`src/rtl/alu_scheduler.sv`:
```
// alu_scheduler: one R-type op per handshake onto shared ALU/shifter/multiplier; out_valid 2 cycles after accept (MULTU: MUL_CYCLES+1).
// Result holds in DONE until out_ready; in_ready only in IDLE. Define ALU_SCHED_MUL_EN to enable MULTU/MFHI/MFLO and HI/LO.
module alu_scheduler #(
  parameter int WIDTH      = 32,
  parameter int MUL_CYCLES = 32
) (
  input  logic               clk,
  input  logic               rst_n,
  input  logic               in_valid,
  output logic               in_ready,
  input  logic [5:0]         funct,
  input  logic [WIDTH-1:0]   dataA,
  input  logic [WIDTH-1:0]   dataB,
  output logic               out_valid,
  input  logic               out_ready,
  output logic [WIDTH-1:0]   result,
  output logic               err,
  output logic [WIDTH-1:0]   alu_dataA,
  output logic [WIDTH-1:0]   alu_dataB,
  output logic [2:0]         alu_control,
  input  logic [WIDTH-1:0]   alu_sum,
  output logic [WIDTH-1:0]   shf_datain,
  output logic [WIDTH-1:0]   shf_shiftnum,
  input  logic [WIDTH-1:0]   shf_dataout,
  output logic [WIDTH-1:0]   mul_multiplicand,
  output logic [WIDTH-1:0]   mul_multiplier,
  output logic               mul_start,
  input  logic [2*WIDTH-1:0] mul_dataout
);

  localparam logic [5:0] F_AND = 6'b100100;
  localparam logic [5:0] F_OR  = 6'b100101;
  localparam logic [5:0] F_ADD = 6'b100000;
  localparam logic [5:0] F_SUB = 6'b100010;
  localparam logic [5:0] F_SLT = 6'b101010;
  localparam logic [5:0] F_SRL = 6'b000010;

`ifdef ALU_SCHED_MUL_EN
  localparam logic [5:0] F_MULTU = 6'b011001;
  localparam logic [5:0] F_MFHI  = 6'b010000;
  localparam logic [5:0] F_MFLO  = 6'b010010;
  localparam int CW = (MUL_CYCLES > 1) ? $clog2(MUL_CYCLES) : 1;
  localparam logic [CW-1:0] CNT_LOAD = CW'(MUL_CYCLES - 1);

  typedef enum logic [1:0] {IDLE, EXEC, MUL, DONE} state_t;

  logic [WIDTH-1:0] hi_q, hi_d, lo_q, lo_d;
  logic [CW-1:0]    cnt_q, cnt_d;
  logic             is_mfhi, is_mflo;
`else
  typedef enum logic [1:0] {IDLE, EXEC, DONE} state_t;

  logic unused_mul_dataout;
  assign unused_mul_dataout = ^mul_dataout;
`endif

  state_t           state_q, state_d;
  logic [5:0]       funct_q, funct_d;
  logic [WIDTH-1:0] a_q, a_d, b_q, b_d;
  logic [WIDTH-1:0] result_q, result_d;
  logic             err_q, err_d;

  logic             is_alu, is_srl;
  logic [2:0]       alu_ctl;

  always_comb begin
    is_alu  = 1'b1;
    is_srl  = 1'b0;
    alu_ctl = 3'b000;
`ifdef ALU_SCHED_MUL_EN
    is_mfhi = 1'b0;
    is_mflo = 1'b0;
`endif
    case (funct_q)
      F_AND:   alu_ctl = 3'b000;
      F_OR:    alu_ctl = 3'b001;
      F_ADD:   alu_ctl = 3'b010;
      F_SUB:   alu_ctl = 3'b110;
      F_SLT:   alu_ctl = 3'b111;
      F_SRL: begin
        is_alu = 1'b0;
        is_srl = 1'b1;
      end
`ifdef ALU_SCHED_MUL_EN
      F_MFHI: begin
        is_alu  = 1'b0;
        is_mfhi = 1'b1;
      end
      F_MFLO: begin
        is_alu  = 1'b0;
        is_mflo = 1'b1;
      end
`endif
      default: is_alu = 1'b0;
    endcase
  end

  always_comb begin
    state_d          = state_q;
    funct_d          = funct_q;
    a_d              = a_q;
    b_d              = b_q;
    result_d         = result_q;
    err_d            = err_q;
`ifdef ALU_SCHED_MUL_EN
    hi_d             = hi_q;
    lo_d             = lo_q;
    cnt_d            = cnt_q;
`endif
    in_ready         = 1'b0;
    out_valid        = 1'b0;
    alu_dataA        = '0;
    alu_dataB        = '0;
    alu_control      = 3'b000;
    shf_datain       = '0;
    shf_shiftnum     = '0;
    mul_multiplicand = '0;
    mul_multiplier   = '0;
    mul_start        = 1'b0;

    case (state_q)
      IDLE: begin
        in_ready = 1'b1;
        if (in_valid) begin
          funct_d = funct;
          a_d     = dataA;
          b_d     = dataB;
`ifdef ALU_SCHED_MUL_EN
          if (funct == F_MULTU) begin
            state_d = MUL;
            cnt_d   = CNT_LOAD;
          end else begin
            state_d = EXEC;
          end
`else
          state_d = EXEC;
`endif
        end
      end

      EXEC: begin
        state_d  = DONE;
        err_d    = 1'b0;
        result_d = '0;
        if (is_alu) begin
          alu_dataA   = a_q;
          alu_dataB   = b_q;
          alu_control = alu_ctl;
          result_d    = alu_sum;
        end else if (is_srl) begin
          shf_datain   = a_q;
          shf_shiftnum = {{(WIDTH-5){1'b0}}, b_q[4:0]};
          result_d     = shf_dataout;
        end
`ifdef ALU_SCHED_MUL_EN
        else if (is_mfhi) begin
          result_d = hi_q;
        end else if (is_mflo) begin
          result_d = lo_q;
        end
`endif
        else begin
          err_d = 1'b1;
        end
      end

`ifdef ALU_SCHED_MUL_EN
      // Counter is strictly decreasing, so only the first MUL cycle sees CNT_LOAD.
      MUL: begin
        mul_multiplicand = a_q;
        mul_multiplier   = b_q;
        mul_start        = (cnt_q == CNT_LOAD);
        if (cnt_q == '0) begin
          hi_d     = mul_dataout[2*WIDTH-1:WIDTH];
          lo_d     = mul_dataout[WIDTH-1:0];
          result_d = mul_dataout[WIDTH-1:0];
          err_d    = 1'b0;
          state_d  = DONE;
        end else begin
          cnt_d = cnt_q - CW'(1);
        end
      end
`endif

      DONE: begin
        out_valid = 1'b1;
        if (out_ready) state_d = IDLE;
      end

      default: state_d = IDLE;
    endcase
  end

  always_ff @(posedge clk or negedge rst_n) begin
    if (!rst_n) begin
      state_q  <= IDLE;
      funct_q  <= '0;
      a_q      <= '0;
      b_q      <= '0;
      result_q <= '0;
      err_q    <= 1'b0;
`ifdef ALU_SCHED_MUL_EN
      hi_q     <= '0;
      lo_q     <= '0;
      cnt_q    <= '0;
`endif
    end else begin
      state_q  <= state_d;
      funct_q  <= funct_d;
      a_q      <= a_d;
      b_q      <= b_d;
      result_q <= result_d;
      err_q    <= err_d;
`ifdef ALU_SCHED_MUL_EN
      hi_q     <= hi_d;
      lo_q     <= lo_d;
      cnt_q    <= cnt_d;
`endif
    end
  end

  assign result = result_q;
  assign err    = err_q;

endmodule

```
`config.mk`:
```
export PLATFORM = sky130hd
export DESIGN_NAME = alu_scheduler
export DESIGN_NICKNAME = d
export VERILOG_FILES = /design/src/rtl/alu_scheduler.sv
export SDC_FILE = /design/constraint.sdc
export NUM_CORES = 1
export LEC_CHECK = 0
export CAP_MARGIN = 20
export CELL_PAD_IN_SITES_DETAIL_PLACEMENT = 1
export CELL_PAD_IN_SITES_GLOBAL_PLACEMENT = 2
export CORE_AREA = 2 2 170 172
export CTS_BUF_LIST = sky130_fd_sc_hd__clkbuf_8
export CTS_CLUSTER_SIZE = 30
export DETAILED_ROUTE_END_ITERATION = 10
export DIE_AREA = 0 0 172 174
export DONT_BUFFER_PORTS = 1
export MAX_ROUTING_LAYER = met4
export PLACE_DENSITY_LB_ADDON = 0.1
export SYNTH_ARGS = -nofsm -noshare
export SYNTH_HDL_FRONTEND = slang
export SYNTH_SLANG_ARGS = --single-unit
```
`constraint.sdc`:
```
create_clock -name clk -period 2.65 [get_ports clk]
set_input_delay 0.265 -clock clk [delete_from_list [all_inputs] [get_ports clk]]
set_output_delay 0.265 -clock clk [all_outputs]
set_load 0.03 [all_outputs]
```
==> results by group <==
Drt
  • DR DRC count: 0
  • Post-DRT Antenna Nets: 0
  • Drt total wl: 20600 um
  • Avg Vias per Cell: 4.30
  • First-pass DRT Iterations: 4
  • Iter 0 DRT Violations: 148
  • Drt wl/cell: 18.1 um
  • Via count: 4886

STA
  • Final Cycle Share: 93.9%
  • Final Slew Violations: 0
  • Post-route minimum period: 2.49 ns
  • Unrepaired setup endpoints after global routing: false
  • Setup TNS: 0 ns
  • Worst Skew: 0.0251 ns
  • Hold WS: -0.441 ns
  • Fmax: 0.402 GHz
  • # setup viols final: 0
  • Final hold viol count: 105

Worst hold path
  • Min-Delay Path Class: input port to asynchronous set/reset pin

GRT
  • First-pass GRT wire length: 30400 um
  • Total GRT Usage: 13.5%
  • Number of global-route vias before repair: 5189
  • Largest net degree at the start of global routing: 106
  • GR Overflow Total: 0
  • Initial antenna violation count: 1

Logic synthesis
  • Fraction of registers with async set/reset: 100%
  • Top-count cell post-synth: dfrtp_1
  • Mapped Cells: 573
  • EDFF count, synth: 0
  • Post-Syn Area: 5850 um^2
  • YS warnings: 0
  • Commonest cells in the synthesized netlist: dfrtp_1 (105), and3_1 (103), buf_4 (94)
  • Seq/Total Area, Yosys: 44.9%
  • Largest area contributor in the netlist: dfrtp_1
  • Yosys reg bits: 105
  • Post-synthesis cell type count: 27
  • Largest cells by area after synthesis: dfrtp_1 (45%), mux2_2 (13%), buf_4 (12%), and3_1 (11%), a31oi_1 (3.4%)
  • Top FF cell, synth: dfrtp_1
  • Syn avg cell area: 10.2 um^2
  • Synth top area share: 44.9%

Floorplan
  • Initial Util: 20.7%
  • Die width: 172 um
  • Die area: 29900 um^2
  • Die Y: 174 um
  • Ports: 433
  • Site row count: 62
  • Core Area: 28200 um^2

Setup path
  • Max incr delay on CP: 0.54 ns
  • Max FO, Critical Path: 48
  • Crit path DAT: 2.22 ns
  • CP Class: register to output port
  • Buf+Inv Stages, Crit Path: 2
  • CP Launch Type: register
  • Cell Chain, Critical Path: mux2i_4, and3_4, buf_12, and3_1, buf_4
  • Crit end category: output port
  • Cell family with the largest share of critical-path delay: simple AND/OR/NAND/NOR gates
  • Critical path data required time: 2.38 ns
  • Slowest-stage cell, CP: dfrtp_1

Clock tree
  • H-Tree Level Count: 3
  • Clock sinks: 105
  • Max Buffers Root-to-Sink: 2
  • CTS Buf Count: 9
  • CTS hold repair buffers: 101
  • Worst-path clk slew: 0.14 ns
  • CTS tree: done
  • Clock root buffer master: clkbuf_8
  • Worst-skew pair later-pin latency: 0.40 ns

Power and ir drop
  • Largest vdd supply drop: 408 uV
  • PD cells: 1000 nW/um^2
  • Lkg Pwr: 3.82 nW

Final layout
  • Layout area overhead: 35.2%
  • Finished Cell Area: 7920 um^2
  • Share of layout cells above drive strength 1: 28.1%
  • Register area: 2630 um^2
  • Nets@finish: 948
  • Multi-input gate area: 2640 um^2
  • # fillers: 3271

Place
  • IO Port Bufs: 0
  • GPL Wtd Cong: 0.734
  • Final HPWL DP: 13500 um
  • Area after DPL: 6680 um^2

Run status
  • Status: finished, violations left
  • Failing checks: negative hold slack

Job
  • Number of max-cap violations: 0
==> path summary, 6_finish.rpt <==
check	startpoint	end	slack, ns	cells after the start
worst min register to register	b_q[7]	b_q[7]	0.51	1
worst min-delay path	rst_n	a_q[15]	-0.44	0
max in group asynchronous	rst_n	b_q[6]	2.90	0
worst max-delay path	funct_q[2]	alu_dataB[25]	0.16	5
min in group clk	alu_sum[4]	result[4]	0.05	2
worst max register to register	funct_q[2]	result[23]	0.44	5
==> worst register-to-register path, delay by kind of cell (launching register included) <==
kind / cells / cell delay (ns)
AOI/OAI and AO/OA: 1 / 0.19
muxes: 1 / 0.29
DFF: 1 / 0.54
and+or+nand+nor: 1 / 0.18
buffers and inverters: 2 / 0.95
==> sequential cells by signal (all words and copies together) (netlist names) <==
register,cells
a_q,32
funct_q,6
result,32
b_q,32
state_q,2
err,1
==> placed cells by master, fill, tap and decap left out, types with 2 or more instances in the layout <==
cell / netlist / layout
nand2_1: 2 / 2
inv_6: 0 / 2
buf_4: 94 / 111
dfrtp_1: 105 / 105
and3_1: 103 / 102
clkbuf_8: 0 / 9
nand3_1: 4 / 4
nand2b_1: 3 / 3
inv_8: 0 / 2
a31oi_1: 32 / 32
mux2_2: 70 / 70
conb_1: 1 / 92
dlygate4sd3_1: 0 / 101
a21oi_1: 29 / 29
buf_12: 0 / 5
nand4_1: 32 / 32
nor2_1: 34 / 34
==> layout make-up <==
| cell class | instances | share of cell area (%) |
|---|---|---|
| well taps | 384 | 6.07 |
| inverters | 1 | 0.0474 |
| clock inverters | 7 | 1.20 |
| repair buffers | 217 | 24.6 |
| multi-input cells | 412 | 33.3 |
| clock buffers | 9 | 1.56 |
| diodes | 1 | 0.0316 |
| flip-flops and latches | 105 | 33.2 |
==> per-layer routing <==
layer / global-route usage, % / share of wire [%]
met1: 15.4 / 40
met2: 22.8 / 50
met3: 4.94 / 9.7
met4: 2.49 / 0.72
met5: - / 0
==> where the power goes <==
part	total [W]	switching [W]	leakage, nW	internal, W
Sequential	0.00355	0.00113	1.23	0.00242
Clock	0.00114	0.000674	0.111	0.000468
Combinational	0.00323	0.00193	2.48	0.00130
==> through the flow <==
| stage | power (W) | worst slack (ns) | utilization (%) | std cells |
|---|---|---|---|---|
| global route | 0.00849 | 0.0159 | 28.0 | 1136 |
| finish | 0.00792 | 0.162 | 28.0 | 1136 |
| floorplan | 0.00580 | 0.470 | - | 664 |
| CTS | 0.00811 | 0.0908 | 28.0 | 1135 |
| detailed placement | 0.00672 | 0.445 | 23.7 | 1018 |
| global placement | 0.00656 | 0.481 | 23.7 | 1018 |
==> cell families after synthesis <==
logic type / synth area share [%]
and+or+nand+nor: 18.6
buffers and inverters: 16.5
DFF: 44.9
muxes: 13.7
AOI/OAI and AO/OA: 6.20
other: 0.0641
==> what timing repair did <==
action | CTS | global route
resized for setup | 1 | 0
setup endpoints to repair | 10 | 0
hold endpoints to repair | 204 | 105
setup buffers | 0 | 0
(Power assumes the default switching activity.)
